==> config.mk <==
export PLATFORM = sky130hd
export DESIGN_NAME = match_controller_flat
export DESIGN_NICKNAME = d
export VERILOG_FILES = /design/src/rtl/match_controller_if.sv /design/src/rtl/match_controller.sv /design/src/flat_wrapper.sv
export SDC_FILE = /design/constraint.sdc
export NUM_CORES = 1
export LEC_CHECK = 0
export BUFFER_PORTS_ARGS = -buffer_cell sky130_fd_sc_hd__buf_2
export CAP_MARGIN = 10
export CORE_ASPECT_RATIO = 1.75
export CORE_UTILIZATION = 35
export DETAILED_ROUTE_END_ITERATION = 10
export PLACE_DENSITY = 0.61
export SETUP_SLACK_MARGIN = 0.5
export SLEW_MARGIN = 20
export SYNTH_ARGS = -nofsm -noshare
export SYNTH_HDL_FRONTEND = slang
export SYNTH_SLANG_ARGS = --single-unit
==> constraint.sdc <==
create_clock -name clk -period 2.6 [get_ports clk]
set_clock_uncertainty 0.2 [all_clocks]
set_input_delay 0.13 -clock clk [delete_from_list [all_inputs] [get_ports clk]]
set_output_delay 0.13 -clock clk [all_outputs]
set_load 0.05 [all_outputs]
==> src/rtl/match_controller_if.sv <==
// match_controller_if
//   Bundles the sequencer's game-side signals.
//   master: the match_controller (drives phase and results, reads start/health).
//   slave : the game top level / status datapath (drives start/health).
//   start          - level, begins a match from IDLE or MATCH_OVER
//   player*_health - remaining health per player (3 bits)
//   round_rst      - synchronous reset to the health/block counters
//   freeze         - 1 = player state machines ignore inputs
//   phase          - IDLE=0 CLEAR=1 INTRO=2 FIGHT=3 KO=4 MATCH_OVER=5
//   p1_wins/p2_wins, round_winner, match_winner - match results
interface match_controller_if;
    logic       start;
    logic [2:0] player1_health;
    logic [2:0] player2_health;
    logic       round_rst;
    logic       freeze;
    logic [2:0] phase;
    logic [1:0] p1_wins;
    logic [1:0] p2_wins;
    logic [1:0] round_winner;
    logic [1:0] match_winner;

    modport master (
        input  start, player1_health, player2_health,
        output round_rst, freeze, phase, p1_wins, p2_wins, round_winner, match_winner
    );

    modport slave (
        output start, player1_health, player2_health,
        input  round_rst, freeze, phase, p1_wins, p2_wins, round_winner, match_winner
    );
endinterface

==> src/rtl/match_controller.sv <==
// match_controller
//   Round/match sequencer for the two-player fighter. Moore FSM whose
//   round_rst/freeze/phase decode straight from the state register; the
//   phase timer, win tallies and winner flags are registered alongside.
//   Ports:
//     clk - system clock (rising edge)
//     rst - synchronous active-high reset
//     bus - match_controller_if.master (start, health in; phase/results out)
module match_controller #(
    parameter int ROUNDS_TO_WIN = 2,
    parameter int INTRO_CYCLES  = 120,
    parameter int KO_CYCLES     = 90,
    parameter int TW            = 8
) (
    input  logic                   clk,
    input  logic                   rst,
    match_controller_if.master     bus
);

    typedef enum logic [2:0] {
        IDLE       = 3'd0,
        CLEAR      = 3'd1,
        INTRO      = 3'd2,
        FIGHT      = 3'd3,
        KO         = 3'd4,
        MATCH_OVER = 3'd5
    } state_t;

    localparam logic [TW-1:0] INTRO_LOAD = TW'(INTRO_CYCLES - 1);
    localparam logic [TW-1:0] KO_LOAD    = TW'(KO_CYCLES - 1);
    localparam logic [1:0]    WIN_CNT    = 2'(ROUNDS_TO_WIN);

    state_t        state, state_n;
    logic [TW-1:0] timer, timer_n;
    logic [1:0]    p1_wins, p1_wins_n;
    logic [1:0]    p2_wins, p2_wins_n;
    logic [1:0]    round_winner, round_winner_n;
    logic [1:0]    match_winner, match_winner_n;

    // Values >= 4 are the datapath's 3-count underflow wrap (e.g. 7),
    // so they count as depleted just like 0.
    logic p1_dep, p2_dep;
    assign p1_dep = (bus.player1_health == 3'd0) | bus.player1_health[2];
    assign p2_dep = (bus.player2_health == 3'd0) | bus.player2_health[2];

    always_ff @(posedge clk) begin
        if (rst) begin
            state        <= IDLE;
            timer        <= '0;
            p1_wins      <= 2'd0;
            p2_wins      <= 2'd0;
            round_winner <= 2'b00;
            match_winner <= 2'b00;
        end else begin
            state        <= state_n;
            timer        <= timer_n;
            p1_wins      <= p1_wins_n;
            p2_wins      <= p2_wins_n;
            round_winner <= round_winner_n;
            match_winner <= match_winner_n;
        end
    end

    always_comb begin
        state_n        = state;
        timer_n        = timer;
        p1_wins_n      = p1_wins;
        p2_wins_n      = p2_wins;
        round_winner_n = round_winner;
        match_winner_n = match_winner;
        unique case (state)
            IDLE: begin
                if (bus.start) begin
                    state_n        = CLEAR;
                    p1_wins_n      = 2'd0;
                    p2_wins_n      = 2'd0;
                    round_winner_n = 2'b00;
                    match_winner_n = 2'b00;
                end
            end
            CLEAR: begin
                state_n        = INTRO;
                timer_n        = INTRO_LOAD;
                round_winner_n = 2'b00;
            end
            INTRO: begin
                if (timer == '0) state_n = FIGHT;
                else             timer_n = timer - TW'(1);
            end
            FIGHT: begin
                if (p1_dep | p2_dep) begin
                    state_n = KO;
                    timer_n = KO_LOAD;
                    if (p1_dep && p2_dep) begin
                        round_winner_n = 2'b11;
                    end else if (p2_dep) begin
                        round_winner_n = 2'b01;
                        p1_wins_n      = p1_wins + 2'd1;
                    end else begin
                        round_winner_n = 2'b10;
                        p2_wins_n      = p2_wins + 2'd1;
                    end
                end
            end
            KO: begin
                if (timer != '0) begin
                    timer_n = timer - TW'(1);
                end else if (p1_wins == WIN_CNT) begin
                    state_n        = MATCH_OVER;
                    match_winner_n = 2'b01;
                end else if (p2_wins == WIN_CNT) begin
                    state_n        = MATCH_OVER;
                    match_winner_n = 2'b10;
                end else begin
                    state_n = CLEAR;
                end
            end
            MATCH_OVER: begin
                // round_winner is left alone here; CLEAR wipes it on exit.
                if (bus.start) begin
                    state_n        = CLEAR;
                    p1_wins_n      = 2'd0;
                    p2_wins_n      = 2'd0;
                    match_winner_n = 2'b00;
                end
            end
            default: state_n = IDLE;
        endcase
    end

    assign bus.round_rst    = (state == IDLE) || (state == CLEAR);
    assign bus.freeze       = (state != FIGHT);
    assign bus.phase        = state;
    assign bus.p1_wins      = p1_wins;
    assign bus.p2_wins      = p2_wins;
    assign bus.round_winner = round_winner;
    assign bus.match_winner = match_winner;

endmodule

==> src/flat_wrapper.sv <==
// flat-port wrapper written by rule: the top's interface ports become plain ports
module match_controller_flat 
#(
    parameter int ROUNDS_TO_WIN = 2,
    parameter int INTRO_CYCLES  = 120,
    parameter int KO_CYCLES     = 90,
    parameter int TW            = 8
)
  (clk, rst, bus_start, bus_player1_health, bus_player2_health, bus_round_rst, bus_freeze, bus_phase, bus_p1_wins, bus_p2_wins, bus_round_winner, bus_match_winner);
  match_controller_if bus_i ();
  input  logic clk;
  input  logic rst;
  input wire logic [$bits(bus_i.start)-1:0] bus_start;
  input wire logic [$bits(bus_i.player1_health)-1:0] bus_player1_health;
  input wire logic [$bits(bus_i.player2_health)-1:0] bus_player2_health;
  output wire logic [$bits(bus_i.round_rst)-1:0] bus_round_rst;
  output wire logic [$bits(bus_i.freeze)-1:0] bus_freeze;
  output wire logic [$bits(bus_i.phase)-1:0] bus_phase;
  output wire logic [$bits(bus_i.p1_wins)-1:0] bus_p1_wins;
  output wire logic [$bits(bus_i.p2_wins)-1:0] bus_p2_wins;
  output wire logic [$bits(bus_i.round_winner)-1:0] bus_round_winner;
  output wire logic [$bits(bus_i.match_winner)-1:0] bus_match_winner;
  assign bus_i.start = bus_start;
  assign bus_i.player1_health = bus_player1_health;
  assign bus_i.player2_health = bus_player2_health;
  assign bus_round_rst = bus_i.round_rst;
  assign bus_freeze = bus_i.freeze;
  assign bus_phase = bus_i.phase;
  assign bus_p1_wins = bus_i.p1_wins;
  assign bus_p2_wins = bus_i.p2_wins;
  assign bus_round_winner = bus_i.round_winner;
  assign bus_match_winner = bus_i.match_winner;
  match_controller #(.ROUNDS_TO_WIN(ROUNDS_TO_WIN), .INTRO_CYCLES(INTRO_CYCLES), .KO_CYCLES(KO_CYCLES), .TW(TW)) u_core (.clk(clk), .rst(rst), .bus(bus_i));
endmodule
Word level (Yosys, flattened, before mapping). Index checks and enable logic that the tools add are counted.

Bitwise operators: 3. Muxes and demuxes: 28. Reduce and logical (&&, ||, !) cells: 18. Equality and inequality tests: 19. Add/sub/neg operators: 3.

Operators with widths (number): $pmux 8 s4 (1); $mux 2 (13); $mux 8 (3); $mux 3 (6); $pmux 3 s5 (1); $pmux 2 s2 (3); $reduce_and 4->1 (3); $ne 2x1->1 const B (5); $ne 2x2->1 const B (5); $reduce_and 5->1 (2); $logic_not 3->1 (3); $logic_not 8->1 (1); $reduce_bool 8->1 (1); $sub 8x1->8 const B (1); $eq 3x2->1 const B (2); $eq 3x3->1 const B (2); $pmux 2 s3 (1); $add 2x1->2 const B (2); $eq 2x2->1 const B (2); $reduce_bool 2->1 (2); $reduce_bool 4->1 (1); $eq 3x1->1 const B (1); $ne 3x1->1 const B (1); $ne 3x2->1 const B (1); 6 further kinds (8).

Input bits: 9. Register bits after elaboration: 19. Output and inout port bits: 13. Logic and storage cells: 77.

Logic depth before layout (Yosys ltp). Gate-level depths: netlist (run 1).

Depth after elaboration: 6. Mapped depth: 6.

Worst setup path after synthesis (run 1). No wires, ideal clock.

Path type: reg2reg. Start: reg u_core.state[1] (netlist: u_core.bus.phase[1]). End: reg u_core.timer[7]. Buffers on the path: 1. Required time: 2314 ps. Setup time: 86 ps. Period minus slack after synthesis: 2822 ps. Data arrival time: 2535 ps. Stages on the path, launching flop included: 7. Slack: -222 ps. Cell sequence: dfxtp_1 and3b_1 clkbuf_1 clkinv_1 o311ai_2 o31ai_1 a221oi_2.

Longest elaborated chain between the ends: 3. Elaborated cells between the ends (all ways): 10. Classes of those cells: eq/ne: 7; mux: 1; reduce/logical: 2.

RTL lines: from (decl) (RTL line match_controller.sv:33) `state_t state, state_n;`; from (signal assigned) (RTL line match_controller.sv:55) `state <= state_n;`; $eq 3x3->1 (tied with other cells) (RTL line match_controller.sv:71) `unique case (state)`; $ne 2x1->1 (no source line) (tied with other cells); $reduce_and 4->1 (no source line); to (signal assigned) (RTL line match_controller.sv:56) `timer <= timer_n;`; to (decl) (RTL line match_controller.sv:34) `logic [TW-1:0] timer, timer_n;`.

Parallel ways exist; a longest one is shown, timed or not. A chain may end at the register's enable or synchronous reset.

Final worst setup path (run 1).
Start: reg u_core.timer[5]. End: reg u_core.timer[7].

Longest elaborated chain between the ends: 3. Elaborated cells between the ends (all ways): 9. Classes of those cells: add/sub: 1; eq/ne: 2; mux: 3; reduce/logical: 3.

RTL lines: $sub 8x1->8 (tied with other cells) (RTL line match_controller.sv:88, match_controller.sv:107); $mux 8 (tied with other cells) (RTL line match_controller.sv:106) `if (timer != '0) begin`; $pmux 8 s4 or $reduce_and 4->1 (tied branches).

Parallel ways exist; a longest one is shown, timed or not. The select of a mux whose other input is x is not followed.

==> metrics list, run 1 <==
- For this run, the number of Yosys warnings is 0.
* FILL cells: 337
* Hold worst-path end: u_core.bus.p2_wins[1]
- Latest clock arrival within the worst-skew pair: 0.26 ns
* Start of the worst register-to-register path: u_core.timer[5]
* Kind of end point of the critical path: flop
- R2R depth: 4
- 0 antenna diodes ended up in the layout.
- Once detail routing completed, the nets flagged for antenna violations numbered 0.
- Biggest area consumer among synthesized cells: sky130_fd_sc_hd__dfxtp_1
* Synth Area in Adders: 4.20%
- The tree is rooted in a sky130_fd_sc_hd__clkbuf_8.
- Setup slack on the worst reg-to-reg path comes out at 0.39 ns.
- CTS built an H-tree with a depth of 1.
* Hold Crit Depth: 2
- In this run the power density over the cells is 1130 nW/um^2.
* Req. time, crit path: 2.58 ns
- Max Buffers Root-to-Sink: 2
* Estimated wirelength of the detail-placed design: 2650 um
- Headroom to the max-slew limit came out at 65.8%.
* DRT Wirelength: 3480 um
- Post-synth cell types: 46
- FFs w/ async S/R, synth: 0%
* Dominant combinational cell family by area after synthesis: compound AO/OA/AOI/OAI gates
- Along the worst path, the maximum fanout reaches 2.
- Fraction of final layout cells with drive strength greater than 1: 32.0%
* Area contributors post-synth: sky130_fd_sc_hd__dfxtp_1 (32%), sky130_fd_sc_hd__a21oi_1 (4.6%), sky130_fd_sc_hd__ha_1 (4.2%)
* Final Critical Period: 2.21 ns
- Net count, final: 186
* Share of cell area taken by muxes after synthesis: 1.78%
- Inserted Clock Buffers: 3
- Pin count of the biggest net entering global routing: 19
* Yosys top cell area share: 31.9%
* Via count of the routed design: 1269
- Synthesis produced a netlist with a net count of 161.
- Share of synthesized area occupied by flip-flops and latches: 31.9%
* Final Setup Violations: 0
- Height of the chip: 79.2 um
- Average wire length per cell after detail routing: 16.2 um
- P&R area growth vs syn: 23.0%
* Count of TritonRoute iterations in the first routing pass: 4
* Post-synthesis sequential element count: 19
- In the routed layout, each cell is associated on average with a via count of 5.90.
- Global routing finished with a remaining overflow of 0.
- The run finished with clean final reports.
* Primary FF master, synth: sky130_fd_sc_hd__dfxtp_1
- Unrepaired setup endpoints after global routing: true
- Final Wtd Congestion: 0.885
* Setup tns final: 0 ns
* Antenna violations before repair: 0
- Top cell types by occurrence after synthesis: sky130_fd_sc_hd__dfxtp_1 (19), sky130_fd_sc_hd__a21oi_1 (11), sky130_fd_sc_hd__inv_1 (10)
* Path type of the worst min-delay path: primary input to flop
- Clk slew on worst S/H paths: 0.08 ns
* Starting density of the core: 37.2%
- After the first detailed-routing iteration, the DRC count stood at 43.
* Number of instances in the synthesized netlist: 148
* Post-route total power: 0.00165 W
* Number of max-slew violations in the final report: 0
- Count of boundary I/O pins: 22
- The die covers 3650 um^2.
- Worst hold path startpoint: rst
- In this run, synthesis inferred 0 flip-flops with an integrated enable.
- Post-synthesis xor/xnor area fraction: 1.47%
- Type of origin of the critical path: flop
- Die X-Extent: 46.1 um
- Placeable core region: 3210 um^2
- Cell Rows: 27
- The synthesized netlist devotes 27.2% of its cell area to simple gates.
- Final clock period utilization by the worst path: 85.2%
* Setup slack at placement: 0.298 ns
- TritonCTS built the clock tree.
- Summed over all cells, the static leakage comes to 0.547 nW.
* Total DRC errors in the routed layout: 0
- Compound-gate portion of the synthesized area: 28.1%
- The first global-routing pass estimated 5770 um of wire.
- Yosys instantiated no cell more often than sky130_fd_sc_hd__dfxtp_1.
- At the pin with the least slew margin, the transition time is 0.508 ns.
* Worst Path Class, Setup: flop to flop
* Number of hold buffers added after cts: 0
- GRT Util Overall: 21.4%
- STA puts the critical path data arrival time at 2.19 ns.
- Across all setup checks in the final design, the least slack found is 0.385 ns.
- The clock drives 19 sinks.
- IR Drop Worst-Case VDD: 478 uV
* Max-Cap Viols: 0
* Maximum clock frequency: 452 MHz
* Vias in the first global route: 1287
- The cell area that synthesis handed to floorplanning was 1190 um^2.
* Mean instance size in the synthesized netlist: 8.06 um^2
- Hold violation count in the final report: 0
- PortBufs: 21
- In this run the critical register-to-register path is captured at u_core.timer[7].
==> registers in the layout, summed over array words and instances (netlist names) <==
signal and cells:
u_core.bus.round_winner 2, u_core.bus.p1_wins 2, u_core.bus.phase 3, u_core.timer 8, u_core.bus.p2_wins 2, u_core.bus.match_winner 2
==> layout by cell type, fill, tap and decap left out, types with 2 or more instances in the layout <==
cell type and instances:
sky130_fd_sc_hd__nor3b_1 2, sky130_fd_sc_hd__o21ai_0 9, sky130_fd_sc_hd__o21bai_1 2, sky130_fd_sc_hd__nor3_1 7, sky130_fd_sc_hd__dfxtp_2 5, sky130_fd_sc_hd__dfxtp_1 11, sky130_fd_sc_hd__ha_1 4, sky130_fd_sc_hd__nand3_1 9
sky130_fd_sc_hd__inv_1 10, sky130_fd_sc_hd__dfxtp_4 3, sky130_fd_sc_hd__a211oi_1 2, sky130_fd_sc_hd__nand2_1 8, sky130_fd_sc_hd__nor4_1 3, sky130_fd_sc_hd__o21ba_2 2, sky130_fd_sc_hd__or3_1 5, sky130_fd_sc_hd__o31ai_1 2
sky130_fd_sc_hd__clkbuf_8 3, sky130_fd_sc_hd__or4_4 3, sky130_fd_sc_hd__nor2b_1 4, sky130_fd_sc_hd__buf_2 21, sky130_fd_sc_hd__a21oi_1 11, sky130_fd_sc_hd__o32ai_1 3, sky130_fd_sc_hd__buf_4 5, sky130_fd_sc_hd__nor2_1 9
==> final cells by class <==
type                    instances  area (um^2)  share of cell area, %
multi-input cells             112          779                   53.2
inverters                      11         46.3                   3.16
clock inverters                 1         5.00                  0.341
well taps                      43         53.8                   3.67
flip-flops and latches         19          398                   27.1
repair buffers                 26          143                   9.73
clock buffers                   3         41.3                   2.82
==> kinds of logic after synthesis <==
kind of cell,Yosys count
AO/OA/AOI/OAI,46
XOR/XNOR,2
adder cells (fa/ha/maj),4
buffers and inverters,17
flip-flops,19
multiplexers,2
AND/OR/NAND/NOR,58
==> metrics by stage <==
stage | instances | util (%) | hold slack, ns | area [um^2]
detailed placement | 209 | 42.9 | 0.256 | 1380
floorplan | 148 | - | 0.248 | 1220
global route | 215 | 45.7 | 0.0843 | 1470
CTS | 215 | 45.7 | 0.0623 | 1470
finish | 215 | 45.7 | 0.0648 | 1470
global placement | 209 | 42.9 | 0.242 | 1380
==> worst max-delay path, stage by stage (launching register included) <==
cell and delay, ns:
sky130_fd_sc_hd__dfxtp_2 0.34, sky130_fd_sc_hd__or4_4 0.53, sky130_fd_sc_hd__or4_4 0.43, sky130_fd_sc_hd__or4_4 0.42, sky130_fd_sc_hd__a221oi_2 0.21
==> where the power goes <==
part,internal (W),total (W),switching (W)
clock,0.000107,0.000211,0.000104
sequential,0.000382,0.000521,0.000139
combinational,0.000372,0.000921,0.000549
total,0.000861,0.00165,0.000793
==> per-layer routing <==
layer,GRT usage (%),wire (um),up-vias
met3,2.73,71,15
met5,0,0,-
met4,15.0,178,0
met1,21.2,1290,611
li1,-,-,612
met2,37.9,1940,31
==> worst max-delay path by stage <==
| stage | start | to | slack [ns] | cells after the start |
|---|---|---|---|---|
| floorplan | u_core.timer[2] | u_core.timer[7] | 0.39 | 4 |
| global placement | u_core.timer[2] | u_core.timer[7] | 0.34 | 4 |
| detailed placement | u_core.timer[2] | u_core.timer[7] | 0.30 | 4 |
| CTS | u_core.timer[5] | u_core.timer[7] | 0.40 | 4 |
| global route | u_core.timer[5] | u_core.timer[7] | 0.35 | 4 |
| finish | u_core.timer[5] | u_core.timer[7] | 0.39 | 4 |
==> what timing repair did <==
item                                    4_1_cts  5_1_grt
pin swaps                                     2        0
gates resized for setup                       9        1
hold endpoints to repair                      0        0
endpoints found under the setup margin        6        8
setup buffers                                 2        0
(Power assumes the default switching activity.)
==> run 2, diff against run 1 <==
- PLACE_DENSITY: 0.61 -> 0.63
- REMOVE_ABC_BUFFERS: default -> 1
- clock period: 2.6 -> 1.9 ns (I/O delays scaled with it)
==> run 2 against run 1 <==
The run now ends with setup timing left. Worst hold slack got worse by 0.027 ns. Routed wire length rose by 33%. First-iteration DRC count shrank 35%. Global-route usage grew 4.8 points. Combinational power rose to 2.8 times the previous value. Clock-buffer cell count unchanged. Critical endpoint unchanged. Cell area is 51% higher. Critical path depth did not move. Non-clock buffer count increased by 42. Sequential share of layout area fell by 9.2 points. Sequential power rose by 24%. Via count up 17%.
==> metrics list, run 2 (synthesis gave the netlist of run 1 again) <==
- Crit path setup slack, layout: -0.329 ns (-0.714 ns)
- Most frequent standard cell in the layout excluding fill and tap cells: sky130_fd_sc_hd__buf_4
- Root Buffer Master: sky130_fd_sc_hd__clkbuf_8
- The number of buffers and inverters on the critical path is 0 (unchanged).
- The vertical die dimension is 79.2 um (unchanged).
- The number of CTS-inserted buffers was 3 (unchanged).
- Final clock period utilization by the worst path: 117% (+32 points)
- The clock latency on the worst-skew pair came to 0.27 ns (about the same).
- The count of final setup violators came to 7 (+7).
- Kind of cell with the highest combined delay on the critical path: simple AND/OR/NAND/NOR gates
* IR Drop Worst-Case VDD: 882 uV (+84%)
* Total DRC errors in the routed layout: 0 (unchanged)
- Fraction of final layout cells with drive strength greater than 1: 65.4% (+33 points)
- The filler cell count in the final layout came to 222 (-34%).
- The area of placed instances came to 1580 um^2 (+15%).
- The final antenna diode count was 0 (unchanged).
- The number of levels the H-tree was split into came to 1 (unchanged).
- Placeable core region: 3210 um^2 (unchanged)
- The worst setup path is launched from a flop.
- The startpoint identified for the worst register-to-register timing path is u_core.timer[2].
* GRT Util Overall: 26.2% (+4.8 points)
- The combinational cell fraction of total power is 73.3% (+18 points).
- Internal power: 0.00194 W (+130%)
- PortBufs: 21 (unchanged)
- Average wire length per cell after detail routing: 18.1 um (+12%)
- Violated checks: setup timing
- The maximum clock rate came to 449 MHz (-0.62%).
* Final standard cell area without fillers: 2210 um^2 (+51%)
- Clock tree sinks: 19 (unchanged)
- The startpoint identified for the worst hold timing path is rst.
- Most repeated library cell on the critical path: sky130_fd_sc_hd__or4_4
- Sequential standard cell area: 395 um^2 (-0.63%)
- Cell type of the slowest stage on the worst timing path: sky130_fd_sc_hd__or4_4
- Reg-to-reg setup timing slack: -0.33 ns (-0.71 ns)
* Count of TritonRoute iterations in the first routing pass: 4 (unchanged)
* Clk slew on worst S/H paths: 0.09 ns (about the same)
- The placement row count is 27 (unchanged).
* Req. time, crit path: 1.89 ns (-0.69 ns)
- The switching power came to 0.00163 W (+110%).
- Switching fraction of total power: 45.7% (-2.3 points)
- The largest incremental delay on the critical path is 0.54 ns (about the same).
- The number of hold violations in the final report came to 0 (unchanged).
* Final Critical Period: 2.23 ns (+0.0138 ns)
- The number of top-level pins is 22 (unchanged).
* Leftover overflow at the end of global routing: 0 (unchanged)
* Most flop-heavy register: u_core.timer
- PwrDens: 1610 nW/um^2 (+43%)
- The number of pins exceeding their max-slew limit in the final report came to 0 (unchanged).
- Run status: complete, but fails checks
- The static leakage is 0.853 nW (+56%).
- TritonCTS built the clock tree.
- Path type of the worst min-delay path: primary input to flop
* Final Wtd Congestion: 0.823 (-6.9%)
* Footprint of the multi-input gates: 1100 um^2 (+41%)
* Cell chain of the critical path: or4_4 > or4_4 > or4_4 > a221oi_2
* Number of hold buffers added after cts: 0 (unchanged)
* Die X-Extent: 46.1 um (unchanged)
* Transition time at the pin with the least slew margin: 0.511 ns (+0.00351 ns)
* Via/cell ratio: 5.80 (-1.8%)
- The final wirelength was 4640 um (+33%).
- Via count of the routed design: 1490 (+17%)
- Max Buffers Root-to-Sink: 2 (unchanged)
* Relative max-transition margin: 65.6% (-0.19 points)
- The clock power share came to 8.7% (-4.1 points).
- The worst setup slack after placement was -0.360 ns (-0.658 ns).
* R2R depth: 4 (unchanged)
- The most critical setup path has its endpoint at u_core.timer[7].
- Kind of end point of the critical path: flop
- Starting density of the core: 37.2% (unchanged)
* Antenna violations before repair: 0 (unchanged)
- Crit path DAT: 2.22 ns (+0.03 ns)
* Net count, final: 228 (+23%)
- The fraction of power consumed by sequential logic was 18.1% (-13 points).
* Launch point of the critical path: u_core.timer[2]
* Vias in the first global route: 1575 (+22%)
* Estimated wirelength of the detail-placed design: 2780 um (+4.9%)
- Area of the die: 3650 um^2 (unchanged)
* Global-route wire length before repair: 7130 um (+24%)
- P&R area growth vs syn: 85.3%
- Violation count after the first detailed-route iteration: 28 (-35%)
- In the layout the commonest cells are sky130_fd_sc_hd__buf_4 (30), sky130_fd_sc_hd__buf_2 (17), sky130_fd_sc_hd__buf_6 (16).
- The flip-flop count of the largest register, all copies and words added came to 8 (unchanged).
- Crit Path Max Fanout: 2 (unchanged)
* Worst Path Class, Setup: flop to flop
- The endpoint identified for the worst register-to-register timing path is u_core.timer[7].
- The number of max-cap violations is 0 (unchanged).
- Post-route ant nets: 0 (unchanged)
* Pin count of the biggest net entering global routing: 18 (-1)
- The logic depth of the worst setup path including buffers is 4 (unchanged).
- Unrepaired setup endpoints after global routing: true
-- run 2: changes by cell type in the layout (fill, tap and decap cells not counted), sizes merged --
cell	delta
buf	+42
clkinv	-1
inv	+1
-- run 2: per-stage QoR --
stage	hold WS (ns)	cells	utilization, %	total power, W	TNS [ns]
after floorplan	-0.0388	142	-	0.00152	-12.69
after global placement	0.245	240	49.4	0.00216	-0.896
after detailed placement	0.261	240	49.4	0.00219	-1.02
after CTS	0.0273	252	63.1	0.00312	-0.344
after global routing	0.0500	257	68.8	0.00374	-1.12
final	0.0380	257	68.8	0.00356	-0.744
-- run 2: worst min-delay path by stage --
stage          cells after the start                    endpoint  slack, ns
6_report                           2       u_core.bus.p1_wins[1]       0.04
5_1_grt                            2         u_core.bus.phase[1]       0.05
4_1_cts                            2         u_core.bus.phase[1]       0.03
3_5_place_dp                       2  u_core.bus.match_winner[0]       0.26
3_3_place_gp                       2  u_core.bus.match_winner[0]       0.24
2_1_floorplan                      1             u_core.timer[7]      -0.04
-- run 2: area by class of cell --
class	count	area share, %
multi-input cells	112	49.8
repair buffers	68	25.8
clock buffers	3	1.87
well taps	43	2.43
flip-flops and latches	19	17.9
clock inverters	1	0.227
inverters	11	1.98
-- run 2: worst reg2reg max path, stage by stage (launching register included) --
cell and delay (ns):
sky130_fd_sc_hd__dfxtp_2 0.33, sky130_fd_sc_hd__or4_4 0.54, sky130_fd_sc_hd__or4_4 0.44, sky130_fd_sc_hd__or4_4 0.43, sky130_fd_sc_hd__a221oi_2 0.21
-- run 2: layer usage --
layer / GRT usage [%] / part of all wire [%] / routed length, um / up-vias
li1: - / - / - / 693
met1: 26.6 / 39 / 1830 / 733
met2: 47.9 / 55 / 2540 / 46
met3: 4.77 / 2.6 / 121 / 18
met4: 11.8 / 3.2 / 147 / 0
met5: 0 / 0 / 0 / -
-- run 2: repair_timing --
action,in CTS,in global routing
setup buffers,7,5
resized for setup,86,35
pin swaps,25,16
setup endpoints to repair,22,21
gates cloned,1,0
-- run 2: power by group through the flow --
stage | registers (W) | clock network [W] | logic (W)
after floorplan | 0.000757 | 0 | 0.000767
after global placement | 0.000581 | 0 | 0.00158
after detailed placement | 0.000592 | 0 | 0.00160
after CTS | 0.000624 | 0.000305 | 0.00219
after global routing | 0.000656 | 0.000329 | 0.00276
final | 0.000644 | 0.000308 | 0.00261
==> run 3, diff against run 2 <==
- CELL_PAD_IN_SITES_DETAIL_PLACEMENT: default -> 1
- CELL_PAD_IN_SITES_GLOBAL_PLACEMENT: default -> 1
- PLACE_DENSITY: 0.63 -> default
- PLACE_DENSITY_LB_ADDON: default -> 0.2
==> run 3 against run 2 <==
The flow still finishes with violations (setup timing). Critical path depth stayed put. Fmax increased by 0.22%. Sequential share of layout area down 0.098 points. First-iteration DRC count rose to 3.0 times the previous value. Die area did not move. Clock-buffer cell count increased by 1. Total power rose by 12%. Via count up 9.4%. Critical path type unchanged.
==> metrics list, run 3 (synthesis gave the netlist of run 1 again) <==
* Run status: complete, but fails checks
* Violated checks: setup timing
- Antenna cells: 0 (unchanged)
* Antenna violations before repair: 0 (unchanged)
- The worst reg-to-reg setup slack was -0.32 ns (about the same).
- Final clock period utilization by the worst path: 117% (-0.26 points)
- The clock-pin transition on the worst setup and hold timing paths is 0.09 ns (about the same).
- The overall global routing resource usage was 31.9% (+5.7 points).
- Leak: 0.873 nW (+2.3%)
- Flip-flop count of the largest register after layout: 8 (unchanged)
- Count of boundary I/O pins: 22 (unchanged)
- Leaving out fill and tap cells, the most frequent cell in the layout is sky130_fd_sc_hd__buf_4.
- The final layout net count came to 231 (+1.3%).
* Average wire length per cell after detail routing: 25.9 um (+44%)
- Cell chain of the critical path: or4_4 > or4_4 > or4_4 > a221oi_2
* Vias in the first global route: 1718 (+9.1%)
* Transition time at the pin with the least slew margin: 0.482 ns (-0.0292 ns)
* Starting density of the core: 37.2% (unchanged)
- The count of buffers inserted at the top-level ports was 21 (unchanged).
* Most flop-heavy register: u_core.timer
- Clock tree from TritonCTS: done
* Relative max-transition margin: 67.6% (+2.0 points)
- Pin count of the biggest net entering global routing: 18 (unchanged)
* Cell type of the slowest stage on the worst timing path: sky130_fd_sc_hd__or4_4
- Max-Cap Viols: 0 (unchanged)
- The area enclosed by the die boundary came to 3650 um^2 (unchanged).
- Crit Path Max Fanout: 2 (unchanged)
- Final Critical Period: 2.22 ns (-0.00487 ns)
- Kind of cell with the highest combined delay on the critical path: simple AND/OR/NAND/NOR gates
- CTS placed an instance of sky130_fd_sc_hd__clkbuf_8 at the clock tree root.
- Unrepaired setup endpoints after global routing: true
* Start of the worst register-to-register path: u_core.timer[2]
* Maximum clock frequency: 450 MHz (+0.22%)
- Path type of the worst min-delay path: primary input to flop
* Total DRC errors in the routed layout: 0 (unchanged)
* CP peak stage delay: 0.53 ns (about the same)
- Global-route wire length before repair: 8390 um (+18%)
* Final Wtd Congestion: 0.992 (+20%)
- Hold violation count in the final report: 0 (unchanged)
- Inserted Clock Buffers: 3 (unchanged)
- Post-route ant nets: 0 (unchanged)
- Commonest cells after routing, fill and taps aside: sky130_fd_sc_hd__buf_4 (36), sky130_fd_sc_hd__buf_2 (18), sky130_fd_sc_hd__buf_6 (13)
- Capture instance of the worst register-to-register path: u_core.timer[7]
- The clock latency on the worst-skew pair is 0.26 ns (about the same).
- IR Drop Worst-Case VDD: 1000 uV (+14%)
- Buffering stage count on the worst path with inverters included: 0 (unchanged)
- The total grt overflow is 0 (unchanged).
* Placeable core region: 3210 um^2 (unchanged)
- Number of max-slew violations in the final report: 0 (unchanged)
- The number of vias after detailed routing came to 1630 (+9.4%).
* Most repeated library cell on the critical path: sky130_fd_sc_hd__or4_4
- Via/cell ratio: 6.27 (+8.1%)
- Req. time, crit path: 1.88 ns (about the same)
- CTS H-Tree Depth: 1 (unchanged)
- Crit path setup slack, layout: -0.324 ns (+0.00487 ns)
- DRT Wirelength: 6750 um (+45%)
* Final core occ: 69.7% (+0.82 points)
* Die X-Extent: 46.1 um (unchanged)
* Kind of end point of the critical path: flop
* Number of hold buffers added after cts: 0 (unchanged)
* Height of the chip: 79.2 um (unchanged)
* Max Buffers Root-to-Sink: 2 (unchanged)
* Cell Rows: 27 (unchanged)
* Capturing element of the worst setup path: u_core.timer[7]
- The post-detailed-placement half-perimeter wirelength is 3250 um (+17%).
* Clock tree sinks: 19 (unchanged)
* Launch point of the critical path: u_core.timer[2]
- Worst Path Class, Setup: flop to flop
* P&R area growth vs syn: 87.5%
- The worst setup slack after placement is -0.328 ns (+0.0325 ns).
* Crit path depth: 4 (unchanged)
- The count of final setup violators is 11 (+4).
- Count of TritonRoute iterations in the first routing pass: 4 (unchanged)
* R2R depth: 4 (unchanged)
* Crit path DAT: 2.21 ns (about the same)
- The share of post-route cells with drive strength above 1 came to 65.4% (about the same).
- Violation count after the first detailed-route iteration: 85 (+200%)
- The power density over the cells is 1790 nW/um^2 (+11%).
- Type of origin of the critical path: flop
run 3: cell types whose count changed in the layout (fill, tap and decap cells not counted), sizes merged:
cell and change:
buf +3, inv -1, clkbuf +1
run 3: repair_timing:
item / 4_1_cts / 5_1_grt
pin swaps: 19 / 24
endpoints found under the hold margin: 0 / 0
endpoints found under the setup margin: 23 / 22
resized for setup: 83 / 34
buffers inserted: 6 / 12
run 3: stage by stage:
stage / cell area [um^2] / hold slack, ns / TNS [ns] / instances / total power, W
finish: 2240 / 0.0697 / -1.80 / 260 / 0.00400
global route: 2240 / 0.0846 / -2.20 / 260 / 0.00411
CTS: 2000 / 0.0536 / -0.970 / 248 / 0.00332
detailed placement: 1570 / 0.278 / -1.21 / 238 / 0.00222
global placement: 1570 / 0.242 / -0.663 / 238 / 0.00215
floorplan: 1170 / -0.0388 / -12.69 / 142 / 0.00152
run 3: area by class of cell:
class	instances	area [um^2]
clock buffer	4	45.0
fill	354	973
inverter	11	46.3
multi-input combinational	112	1130
sequential	19	398
tap	43	53.8
timing repair buffer	71	567
run 3: routing by layer:
layer / vias up / track usage, % / part of all wire (%)
li1: 702 / - / -
met1: 829 / 31.7 / 34
met2: 72 / 59.4 / 57
met3: 27 / 4.32 / 4.2
met4: 0 / 15.6 / 4.9
met5: - / 0 / 0
run 3: worst reg2reg max path, delay by kind of cell (launching register included):
kind,cells,cell delay [ns]
AOI/OAI and AO/OA,1,0.22
DFF,1,0.34
and+or+nand+nor,3,1.39
run 3: worst min-delay path by stage:
stage                               startpoint                    endpoint  slack, ns  depth (start not counted)
finish                                     rst       u_core.bus.p1_wins[1]       0.07                          2
global route                               rst         u_core.bus.phase[1]       0.08                          2
CTS                                        rst       u_core.bus.p1_wins[1]       0.05                          2
detailed placement       u_core.bus.p2_wins[0]       u_core.bus.p2_wins[0]       0.28                          2
global placement    u_core.bus.match_winner[0]  u_core.bus.match_winner[0]       0.24                          2
floorplan                                  rst             u_core.timer[7]      -0.04                          1
run 3: power breakdown:
| group | total, W | internal, W | switching, W |
|---|---|---|---|
| registers | 0.000675 | 0.000528 | 0.000147 |
| logic | 0.00303 | 0.00139 | 0.00164 |
| clock network | 0.000299 | 0.000149 | 0.000150 |
